**src/rtl/aes_cipher_sched_if.sv**
```systemverilog
// Requester/response bus shared between the crypto clients and the
// AES cipher scheduler.
//
// Signals:
//   req_valid[NREQ]        : job request, one bit per requester
//   req_ready[NREQ]        : job accepted (one-hot or zero)
//   req_pt[NREQ][128]      : per-requester plaintext
//   req_ksel[NREQ][KSEL_W] : per-requester key-slot select
//   rsp_valid              : response available
//   rsp_ready              : response consumer ready
//   rsp_id[ID_W]           : index of the requester owning the response
//   rsp_ct[128]            : ciphertext (0 on timeout abort)
//   rsp_err                : job aborted on timeout
//
// Modports:
//   slave  : the scheduler side
//   master : the client side (requesters plus response consumer)
interface aes_cipher_sched_if #(
    parameter int NREQ   = 4,
    parameter int KSEL_W = 2,
    parameter int ID_W   = $clog2(NREQ)
);
    logic [NREQ-1:0]             req_valid;
    logic [NREQ-1:0]             req_ready;
    logic [NREQ-1:0][127:0]      req_pt;
    logic [NREQ-1:0][KSEL_W-1:0] req_ksel;
    logic                        rsp_valid;
    logic                        rsp_ready;
    logic [ID_W-1:0]             rsp_id;
    logic [127:0]                rsp_ct;
    logic                        rsp_err;

    modport slave (
        input  req_valid, req_pt, req_ksel, rsp_ready,
        output req_ready, rsp_valid, rsp_id, rsp_ct, rsp_err
    );

    modport master (
        output req_valid, req_pt, req_ksel, rsp_ready,
        input  req_ready, rsp_valid, rsp_id, rsp_ct, rsp_err
    );
endinterface

```
**src/rtl/aes_cipher_sched.sv**
```systemverilog
// Round-robin scheduler sharing one iterative AES cipher core among NREQ
// requesters. One job is in flight at a time: IDLE grants a requester,
// RUN holds core_load high until the core reports done (or a timeout
// expires), RESP presents the tagged ciphertext until it is consumed.
//
// Ports:
//   clk, rst_n  : clock, asynchronous active-low reset
//   bus         : requester/response bus (slave modport)
//   core_load   : core run enable; low clears the core's round counter
//   core_pt     : plaintext to the core (stable through RUN and RESP)
//   core_ksel   : key-slot select to the key-schedule store
//   core_ct     : ciphertext from the core
//   core_valid  : core done strobe; ignored outside RUN
//   busy        : high in RUN or RESP
module aes_cipher_sched #(
    parameter int NREQ    = 4,
    parameter int Nk      = 4,
    parameter int Nr      = Nk + 6,
    parameter int KSEL_W  = 2,
    parameter int TIMEOUT = Nr + 4,
    parameter int ID_W    = $clog2(NREQ)
) (
    input  logic               clk,
    input  logic               rst_n,
    aes_cipher_sched_if.slave  bus,
    output logic               core_load,
    output logic [127:0]       core_pt,
    output logic [KSEL_W-1:0]  core_ksel,
    input  logic [127:0]       core_ct,
    input  logic               core_valid,
    output logic               busy
);
    localparam int CNT_W = $clog2(TIMEOUT + 1);

    typedef enum logic [1:0] {
        ST_IDLE,
        ST_RUN,
        ST_RESP
    } state_t;

    state_t              state_q, state_d;
    logic [ID_W-1:0]     ptr_q, ptr_d;
    logic [CNT_W-1:0]    cnt_q, cnt_d;
    logic [127:0]        pt_q, pt_d;
    logic [KSEL_W-1:0]   ksel_q, ksel_d;
    logic [ID_W-1:0]     id_q, id_d;
    logic [127:0]        ct_q, ct_d;
    logic                err_q, err_d;

    logic                grant_any;
    logic [ID_W-1:0]     grant_idx;
    logic [ID_W-1:0]     cand;

    // Round-robin search starting one past the last grant, so the most
    // recently served requester has lowest priority. Modulo arithmetic
    // keeps the search correct when NREQ is not a power of two.
    always_comb begin
        grant_any = 1'b0;
        grant_idx = '0;
        cand      = '0;
        for (int i = 1; i <= NREQ; i++) begin
            cand = ID_W'((int'(ptr_q) + i) % NREQ);
            if (!grant_any && bus.req_valid[cand]) begin
                grant_any = 1'b1;
                grant_idx = cand;
            end
        end
    end

    // The accept strobe is combinational so the grant lands in the same
    // IDLE cycle; it is masked by rst_n so nothing is acknowledged while
    // the scheduler is held in reset.
    always_comb begin
        bus.req_ready = '0;
        if (rst_n && (state_q == ST_IDLE) && grant_any) begin
            bus.req_ready[grant_idx] = 1'b1;
        end
    end

    // Next-state logic. The RUN counter only ever counts up to TIMEOUT,
    // since reaching it forces the exit to RESP; a core_valid in the same
    // cycle as the timeout wins, because the result is genuine.
    always_comb begin
        state_d = state_q;
        ptr_d   = ptr_q;
        cnt_d   = cnt_q;
        pt_d    = pt_q;
        ksel_d  = ksel_q;
        id_d    = id_q;
        ct_d    = ct_q;
        err_d   = err_q;
        case (state_q)
            ST_IDLE: begin
                if (grant_any) begin
                    ptr_d   = grant_idx;
                    id_d    = grant_idx;
                    pt_d    = bus.req_pt[grant_idx];
                    ksel_d  = bus.req_ksel[grant_idx];
                    cnt_d   = '0;
                    state_d = ST_RUN;
                end
            end
            ST_RUN: begin
                if (core_valid) begin
                    ct_d    = core_ct;
                    err_d   = 1'b0;
                    state_d = ST_RESP;
                end else if (cnt_q == CNT_W'(TIMEOUT)) begin
                    ct_d    = '0;
                    err_d   = 1'b1;
                    state_d = ST_RESP;
                end else begin
                    cnt_d = cnt_q + 1'b1;
                end
            end
            ST_RESP: begin
                if (bus.rsp_ready) begin
                    state_d = ST_IDLE;
                end
            end
            default: state_d = ST_IDLE;
        endcase
    end

    // State and datapath registers. Reset drops any in-flight job and
    // points the arbiter at NREQ-1 so requester 0 wins first.
    always_ff @(posedge clk or negedge rst_n) begin
        if (!rst_n) begin
            state_q <= ST_IDLE;
            ptr_q   <= ID_W'(NREQ - 1);
            cnt_q   <= '0;
            pt_q    <= '0;
            ksel_q  <= '0;
            id_q    <= '0;
            ct_q    <= '0;
            err_q   <= 1'b0;
        end else begin
            state_q <= state_d;
            ptr_q   <= ptr_d;
            cnt_q   <= cnt_d;
            pt_q    <= pt_d;
            ksel_q  <= ksel_d;
            id_q    <= id_d;
            ct_q    <= ct_d;
            err_q   <= err_d;
        end
    end

    assign core_load     = (state_q == ST_RUN);
    assign busy          = (state_q != ST_IDLE);
    assign core_pt       = pt_q;
    assign core_ksel     = ksel_q;
    assign bus.rsp_valid = (state_q == ST_RESP);
    assign bus.rsp_id    = id_q;
    assign bus.rsp_ct    = ct_q;
    assign bus.rsp_err   = err_q;
endmodule

```
**src/flat_wrapper.sv**
```systemverilog
// flat-port wrapper written by rule: the top's interface ports become plain ports
module aes_cipher_sched_flat 
#(
    parameter int NREQ    = 4,
    parameter int Nk      = 4,
    parameter int Nr      = Nk + 6,
    parameter int KSEL_W  = 2,
    parameter int TIMEOUT = Nr + 4,
    parameter int ID_W    = $clog2(NREQ)
)
  (clk, rst_n, core_load, core_pt, core_ksel, core_ct, core_valid, busy, bus_req_valid, bus_req_pt, bus_req_ksel, bus_rsp_ready, bus_req_ready, bus_rsp_valid, bus_rsp_id, bus_rsp_ct, bus_rsp_err);
  aes_cipher_sched_if #(.NREQ(NREQ), .KSEL_W(KSEL_W), .ID_W(ID_W)) bus_i ();
  input  logic clk;
  input  logic rst_n;
  output logic core_load;
  output logic [127:0] core_pt;
  output logic [KSEL_W-1:0] core_ksel;
  input  logic [127:0] core_ct;
  input  logic core_valid;
  output logic busy;
  input wire logic [$bits(bus_i.req_valid)-1:0] bus_req_valid;
  input wire logic [$bits(bus_i.req_pt)-1:0] bus_req_pt;
  input wire logic [$bits(bus_i.req_ksel)-1:0] bus_req_ksel;
  input wire logic [$bits(bus_i.rsp_ready)-1:0] bus_rsp_ready;
  output wire logic [$bits(bus_i.req_ready)-1:0] bus_req_ready;
  output wire logic [$bits(bus_i.rsp_valid)-1:0] bus_rsp_valid;
  output wire logic [$bits(bus_i.rsp_id)-1:0] bus_rsp_id;
  output wire logic [$bits(bus_i.rsp_ct)-1:0] bus_rsp_ct;
  output wire logic [$bits(bus_i.rsp_err)-1:0] bus_rsp_err;
  assign bus_i.req_valid = bus_req_valid;
  assign bus_i.req_pt = bus_req_pt;
  assign bus_i.req_ksel = bus_req_ksel;
  assign bus_i.rsp_ready = bus_rsp_ready;
  assign bus_req_ready = bus_i.req_ready;
  assign bus_rsp_valid = bus_i.rsp_valid;
  assign bus_rsp_id = bus_i.rsp_id;
  assign bus_rsp_ct = bus_i.rsp_ct;
  assign bus_rsp_err = bus_i.rsp_err;
  aes_cipher_sched #(.NREQ(NREQ), .Nk(Nk), .Nr(Nr), .KSEL_W(KSEL_W), .TIMEOUT(TIMEOUT), .ID_W(ID_W)) u_core (.clk(clk), .rst_n(rst_n), .bus(bus_i), .core_load(core_load), .core_pt(core_pt), .core_ksel(core_ksel), .core_ct(core_ct), .core_valid(core_valid), .busy(busy));
endmodule
```
**config.mk**
```make
export PLATFORM = sky130hd
export DESIGN_NAME = aes_cipher_sched_flat
export DESIGN_NICKNAME = d
export VERILOG_FILES = /design/src/rtl/aes_cipher_sched_if.sv /design/src/rtl/aes_cipher_sched.sv /design/src/flat_wrapper.sv
export SDC_FILE = /design/constraint.sdc
export NUM_CORES = 1
export LEC_CHECK = 0
export BUFFER_PORTS_ARGS = -buffer_cell sky130_fd_sc_hd__buf_2
export CORE_AREA = 2 2 357 359
export DETAILED_ROUTE_END_ITERATION = 6
export DIE_AREA = 0 0 359 361
export PLACE_DENSITY = 0.37
export REMOVE_ABC_BUFFERS = 1
export SYNTH_ARGS = -nofsm -noshare
export SYNTH_HDL_FRONTEND = slang
export SYNTH_SLANG_ARGS = --single-unit
```
**constraint.sdc**
```tcl
create_clock -name clk -period 2.8 [get_ports clk]
set_input_delay 0.28 -clock clk [delete_from_list [all_inputs] [get_ports clk]]
set_output_delay 0.28 -clock clk [all_outputs]
set_load 0.005 [all_outputs]
```
# Yosys cells after proc, flatten, opt, wreduce, memory -nomap -nowiden
# Index checks and enable logic that the tools add are counted.
# classes
addsub	5
n_lt_le_gt_ge	6
n_eq_ne	8
mux	36
n_reduce_logical	17
# op_table
op	count
two-way mux 128 bit	3
binary-select mux 128 bit (select 2 bit)	1
two-way mux 2 bit	9
two-way mux 4 bit	4
< comparator 2 x 3 -> 1 bit, second input constant	5
two-way mux 1 bit	11
binary-select mux 1 bit (select 2 bit)	4
case mux 4 bit (2 select lines)	1
logical AND 1 bit	6
inequality test 2 bit, second input constant	3
case mux 2 bit (3 select lines)	1
nonzero test 2 bit	3
adder 2 x 1 -> 2 bit, second input constant	2
adder 2 bit, second input constant	2
adder 4 x 1 -> 4 bit, second input constant	1
binary-select mux 2 bit (select 2 bit)	1
equality test 4 bit, second input constant	1
AND reduction 2 bit	2
AND reduction 4 bit	1
logical NOT 1 bit	3
inequality test 3 x 1 -> 1 bit, second input constant	1
AND reduction 3 bit	1
demux 1 bit (select 2 bit)	1
equality test 2 x 1 -> 1 bit, second input constant	1
4 further kinds	4
# word_totals
reg_bits	269
output_inout_bits	268
word_cells	80

# Logic depth before layout (Yosys ltp)
# logic_depth
ltp_word	18
depth_mapped	8
depth_no_buf	7

# Worst setup path before layout
# OpenSTA, ideal clock, no wires.
# synth_path
path_kind	reg2reg
from	register u_core.ptr_q[1]
to	register u_core.ksel_q[0], in the netlist u_core.core_ksel[0]
setup_ns	0.128
arrival_time_ns	1.862
required_time_ns	2.672
setup_slack_ns	0.810
stages_incl_launch_ff	9
synth_period_minus_slack_ns	1.990
cell_sequence	dfstp_2 buf_2 a21oi_1 o221a_2 clkbuf_1 buf_2 buf_2 a221oi_1 o22ai_1
# synth_via
elab_chain_len	15
elab_cells_between_ends	29
cone_classes	add/sub (4); mux (18); reduce/logical (7)
# synth_rtl
item	line_no	rtl
start, declared	aes_cipher_sched.sv:42	logic [ID_W-1:0] ptr_q, ptr_d;
start signal, assigned	aes_cipher_sched.sv:130	ptr_q <= ID_W'(NREQ - 1);
start signal, assigned	aes_cipher_sched.sv:139	ptr_q <= ptr_d;
adder 2 x 1 -> 2 bit	aes_cipher_sched.sv:62	cand = ID_W'((int'(ptr_q) + i) % NREQ);
binary-select mux 1 bit (select 2 bit)	aes_cipher_sched.sv:63	if (!grant_any && bus.req_valid[cand]) begin
two-way mux 1 bit (implied by the code)	aes_cipher_sched.sv:63	
two-way mux 1 bit	aes_cipher_sched.sv:63	
logical NOT 1 bit	aes_cipher_sched.sv:63	
logical AND 1 bit	aes_cipher_sched.sv:63	
two-way mux 1 bit	aes_cipher_sched.sv:63	
logical NOT 1 bit	aes_cipher_sched.sv:63	
logical AND 1 bit	aes_cipher_sched.sv:63	
two-way mux 1 bit	aes_cipher_sched.sv:63	
logical NOT 1 bit	aes_cipher_sched.sv:63	
logical AND 1 bit	aes_cipher_sched.sv:63	
two-way mux 2 bit	aes_cipher_sched.sv:63	
binary-select mux 2 bit (select 2 bit)	aes_cipher_sched.sv:98	ksel_d = bus.req_ksel[grant_idx];
two-way mux 2 bit (implied by the code)	aes_cipher_sched.sv:98	
end signal, assigned	aes_cipher_sched.sv:142	ksel_q <= ksel_d;
end, declared	aes_cipher_sched.sv:45	logic [KSEL_W-1:0] ksel_q, ksel_d;
# Several ways; a longest one is shown, not always the timed one. The select of a mux whose other input is x is not followed.
# A chain may end at the register's enable or synchronous reset.

# Worst setup path in the final report
# layout_path
from	register u_core.ptr_q[0]
to	register u_core.pt_q[0], in the netlist u_core.core_pt[0]
# layout_via
elab_chain_len	15
elab_cells_between_ends	29
cone_classes	add/sub (4); mux (18); reduce/logical (7)
# layout_rtl
item	line_no	rtl
adder 2 x 1 -> 2 bit	aes_cipher_sched.sv:62	
binary-select mux 1 bit (select 2 bit)	aes_cipher_sched.sv:63	
two-way mux 1 bit (implied by the code)	aes_cipher_sched.sv:63	
two-way mux 1 bit	aes_cipher_sched.sv:63	
logical NOT 1 bit	aes_cipher_sched.sv:63	
logical AND 1 bit	aes_cipher_sched.sv:63	
two-way mux 1 bit	aes_cipher_sched.sv:63	
logical NOT 1 bit	aes_cipher_sched.sv:63	
logical AND 1 bit	aes_cipher_sched.sv:63	
two-way mux 1 bit	aes_cipher_sched.sv:63	
logical NOT 1 bit	aes_cipher_sched.sv:63	
logical AND 1 bit	aes_cipher_sched.sv:63	
two-way mux 2 bit	aes_cipher_sched.sv:63	
binary-select mux 128 bit (select 2 bit)	aes_cipher_sched.sv:97	pt_d = bus.req_pt[grant_idx];
two-way mux 128 bit (implied by the code)	aes_cipher_sched.sv:97	
end signal, assigned	aes_cipher_sched.sv:141	pt_q <= pt_d;
end, declared	aes_cipher_sched.sv:44	logic [127:0] pt_q, pt_d;
# Several ways; a longest one is shown, not always the timed one. The select of a mux whose other input is x is not followed.

==> flow_summary_export.csv <==
group,metric,value,unit
status,outcome,"complete, no violations",
hold_path,min_path_type,"in -> reg",
yosys,asyncSetResetFlopFracSynth,100,%
placement,place_congestion,0.823,
clock_tree,htree_levels,2,
sta,final_clock_skew,16.3,ps
power_and_ir_drop,p_int,14.9,mW
sta,drv_slew,0,
clock_tree,root_buffer,"sky130_fd_sc_hd__clkbuf_16",
worst_setup_path,required,3240,ps
global_route,wire_length_of_the_first_global_routing_pass,117,mm
floorplan,core,125000,µm²
global_route,via_count_of_the_first_global_routing_pass,17338,
power_and_ir_drop,p_leak,11.9,nW
run,maxCapViolations,0,
sta,timing.final.hold_violations,0,
sta,max_freq,373,MHz
global_route,grt_usage,12.1,%
clock_tree,clock_sinks,269,
route,final_wirelength,83.4,mm
route,met1Wirelength,33.1,mm
global_route,overflow,0,
route,drtAntennaViolNets,0,
hold_path,min_to,"u_core.core_pt[88]",
power_and_ir_drop,power_frac_seq,27.4,%
yosys,synth_cells,1334,
placement,io_buffer_count,923,
route,topRoutingLayerUsed,"met5",
route,wl_met3,5.46,mm
final_layout,final_nets,3264,
route,vias_per_cell,3.85,
yosys,synth_enable_flop_cells,0,
yosys,synth_seq_cells,269,
sta,post-route-period-util,95.7,%
power_and_ir_drop,irDropWorstVdd,497,µV
yosys,synth_warnings,0,
route,routed-via-count,16513,
yosys,synth.cell_area,13800,µm²
worst_setup_path,worst_ep_arrival_time,3120,ps
clock_tree,worst_setup_hold_path_clk_slew,60,ps
yosys,seq_area_frac_synth,48.9,%
power_and_ir_drop,p_comb_share,53.3,%
sta,worstMarginPinSlew,919,ps
sta,finalSetupTns,0,ps
yosys,postSynth.topFlopCell,"sky130_fd_sc_hd__dfrtp_1",
worst_setup_path,worstRegToRegCells,8,
clock_tree,cts_inserted_buffers,38,
route,wl_met2,41.5,mm
sta,setup_slack,121,ps
clock_tree,cts_tree,"built",
power_and_ir_drop,pwr-share-clk,19.3,%
clock_tree,worstSkewPairLatency,580,ps
worst_setup_path,critical_path.reg2reg.endpoint,"u_core.core_pt[0]",
route,first_pass_iters,5,
floorplan,chipWidth,359,µm
floorplan,num_rows,130,
power_and_ir_drop,power_switching_share,41.6,%
final_layout,most-common-layout-cells,"922 x sky130_fd_sc_hd__buf_2, 375 x sky130_fd_sc_hd__dlygate4sd3_1, 267 x sky130_fd_sc_hd__dfrtp_1, 136 x sky130_fd_sc_hd__nor2_1, 131 x sky130_fd_sc_hd__mux2i_1",
sta,report.final.setup_viol,0,
worst_setup_path,criticalPathCategory,"reg -> reg",
hold_path,hp-start,"bus_req_pt[88]",
yosys,yosys.area.top_type,"sky130_fd_sc_hd__dfrtp_1",
route,wl_per_cell,19.5,µm
worst_setup_path,critical_path_endpoint_category,"flop",
yosys,unique_masters_post_synth,38,
sta,period_minus_slack,2680,ps
route,drc,0,
worst_setup_path,crit-reg2reg-launch,"u_core.ptr_q[0]",
route,drt_iter0_drc,877,
floorplan,floorplan.initialDensity,11.0,%
final_layout,drive_above_1_share,42.1,%
floorplan,die_h,361,µm
floorplan,floorplan.io_pins,924,
yosys,syn_avg_cell_area,10.3,µm²
worst_setup_path,cp-start-kind,"flop",
placement,dp_worst_setup_slack,255,ps
worst_setup_path,cp_max_fo,25,
clock_tree,clockBufferDepth,3,
global_route,grt_start_max_net_pins,73,
worst_setup_path,timing.reg2reg.setup_slack,120,ps
final_layout,areaGrowthSynthToFinish,87.3,%
power_and_ir_drop,power_switching,10.6,mW
sta,unrepaired_setup_endpoints_after_global_routing,"yes",
power_and_ir_drop,power_density_cells,987,nW/µm²
hold_path,hold-path-cell-count,3,
yosys,post-synth-top-area-fraction,48.5,%
final_layout,mostFrequentLayoutCell,"sky130_fd_sc_hd__buf_2",
yosys,yosys-top-cells-area,"sky130_fd_sc_hd__dfrtp_1 48%, sky130_fd_sc_hd__mux2i_1 9.5%, sky130_fd_sc_hd__a22o_1 8.1%",
floorplan,die_area,130000,µm²
global_route,grt_antenna_before_repair,8,
placement,dp_hpwl,63.2,mm
sta,slew-limit-headroom,38.7,%
power by group through the flow:
stage | sequential (mW) | clock (mW) | combinational (mW)
after floorplan | 7.08 | 0 | 6.25
after global placement | 7.05 | 0 | 12.9
after detailed placement | 7.03 | 0 | 12.9
after CTS | 6.97 | 5.15 | 13.7
after global routing | 7.23 | 5.24 | 14.8
final | 6.99 | 4.91 | 13.6
cells by family (layout without fill, tap and decap cells):
group,Yosys count,after routing,share of synthesized area (%)
adder cells (fa/ha/maj),2,2,0.182
buffers and inverters,148,1447,4.46
flip-flops,269,269,48.9
other,0,5,0
AND/OR/NAND/NOR,237,237,7.77
multiplexers,131,131,9.51
AO/OA/AOI/OAI,546,546,29.2
XOR/XNOR,1,1,0.0635
per-stage QoR:
stage          std cells  hold slack (ps)  power (mW)  cell area (µm²)  util [%]
2_1_floorplan       1192            -15.6        13.3            13200         -
3_3_place_gp        3832              302        19.9            20700      16.5
3_5_place_dp        3832              312        19.9            20700      16.5
4_1_cts             4279            0.568        25.8            25700      20.5
5_1_grt             4288             21.8        27.3            25800      20.6
6_report            4288             56.0        25.5            25800      20.6
per-layer routing:
layer / global-route usage (%) / vias to the layer above
met3: 3.14 / 123
met4: 5.27 / 4
li1: - / 7748
met1: 14.0 / 8002
met5: 0 / -
met2: 20.9 / 636
synthesized netlist by cell type (6+ instances only):
cell type,instances
sky130_fd_sc_hd__o31ai_1,35
sky130_fd_sc_hd__a31oi_1,36
sky130_fd_sc_hd__a221oi_1,95
sky130_fd_sc_hd__buf_2,35
sky130_fd_sc_hd__a31o_2,35
sky130_fd_sc_hd__a21oi_1,7
sky130_fd_sc_hd__buf_1,6
sky130_fd_sc_hd__nand3b_1,35
sky130_fd_sc_hd__nor2_1,137
sky130_fd_sc_hd__nand2_1,45
sky130_fd_sc_hd__a22o_1,128
sky130_fd_sc_hd__clkbuf_1,98
sky130_fd_sc_hd__o21ai_0,103
sky130_fd_sc_hd__mux2i_1,131
sky130_fd_sc_hd__inv_1,6
sky130_fd_sc_hd__o22ai_1,96
sky130_fd_sc_hd__dfrtp_1,267
flip-flops by register name, indices dropped and copies added, names as in the netlist:
signal / count
u_core.ptr_q: 2
u_core.bus.rsp_ct: 128
u_core.bus.rsp_id: 2
u_core.core_ksel: 2
u_core.core_pt: 128
u_core.cnt_q: 4
u_core.bus.rsp_err: 1
u_core.state_q: 2
final cells by class:
| class | instances | area, µm² |
|---|---|---|
| diodes | 5 | 12.5 |
| clock buffers | 59 | 1180 |
| clock inverters | 8 | 67.6 |
| fillers | 13904 | 99600 |
| inverters | 6 | 22.5 |
| multi-input cells | 917 | 6500 |
| flip-flops and latches | 269 | 6730 |
| well taps | 1650 | 2060 |
| repair buffers | 1374 | 9240 |
worst max-delay path by stage:
stage / from / to / slack (ps) / cells after the start
2_1_floorplan: u_core.state_q[0] / bus_req_ready[0] / -5030 / 4
5_1_grt: u_core.ptr_q[0] / u_core.core_pt[0] / -20 / 8
4_1_cts: u_core.ptr_q[0] / u_core.core_pt[0] / 40 / 8
6_report: u_core.ptr_q[0] / u_core.core_pt[0] / 120 / 8
3_5_place_dp: u_core.ptr_q[0] / u_core.core_pt[61] / 260 / 6
3_3_place_gp: u_core.ptr_q[0] / u_core.core_pt[61] / 290 / 6
repair_timing:
item                                   in CTS  in global routing
buffers inserted                            5                  2
pin swaps                                   0                  1
gates resized for setup                     0                  1
setup endpoints to repair                   2                 10
hold buffers                              375                  0
endpoints found under the hold margin     261                  0
cloned                                      0                  2
worst max-delay path, stage by stage (launching register included):
cell,delay (ps)
sky130_fd_sc_hd__dfstp_2,600
sky130_fd_sc_hd__buf_12,140
sky130_fd_sc_hd__nand2b_1,140
sky130_fd_sc_hd__a21oi_1,100
sky130_fd_sc_hd__a221oi_4,280
sky130_fd_sc_hd__buf_6,350
sky130_fd_sc_hd__mux2i_1,240
sky130_fd_sc_hd__dlygate4sd3_1,580
sky130_fd_sc_hd__o22ai_1,80
Power figures use the tool's default switching activity.
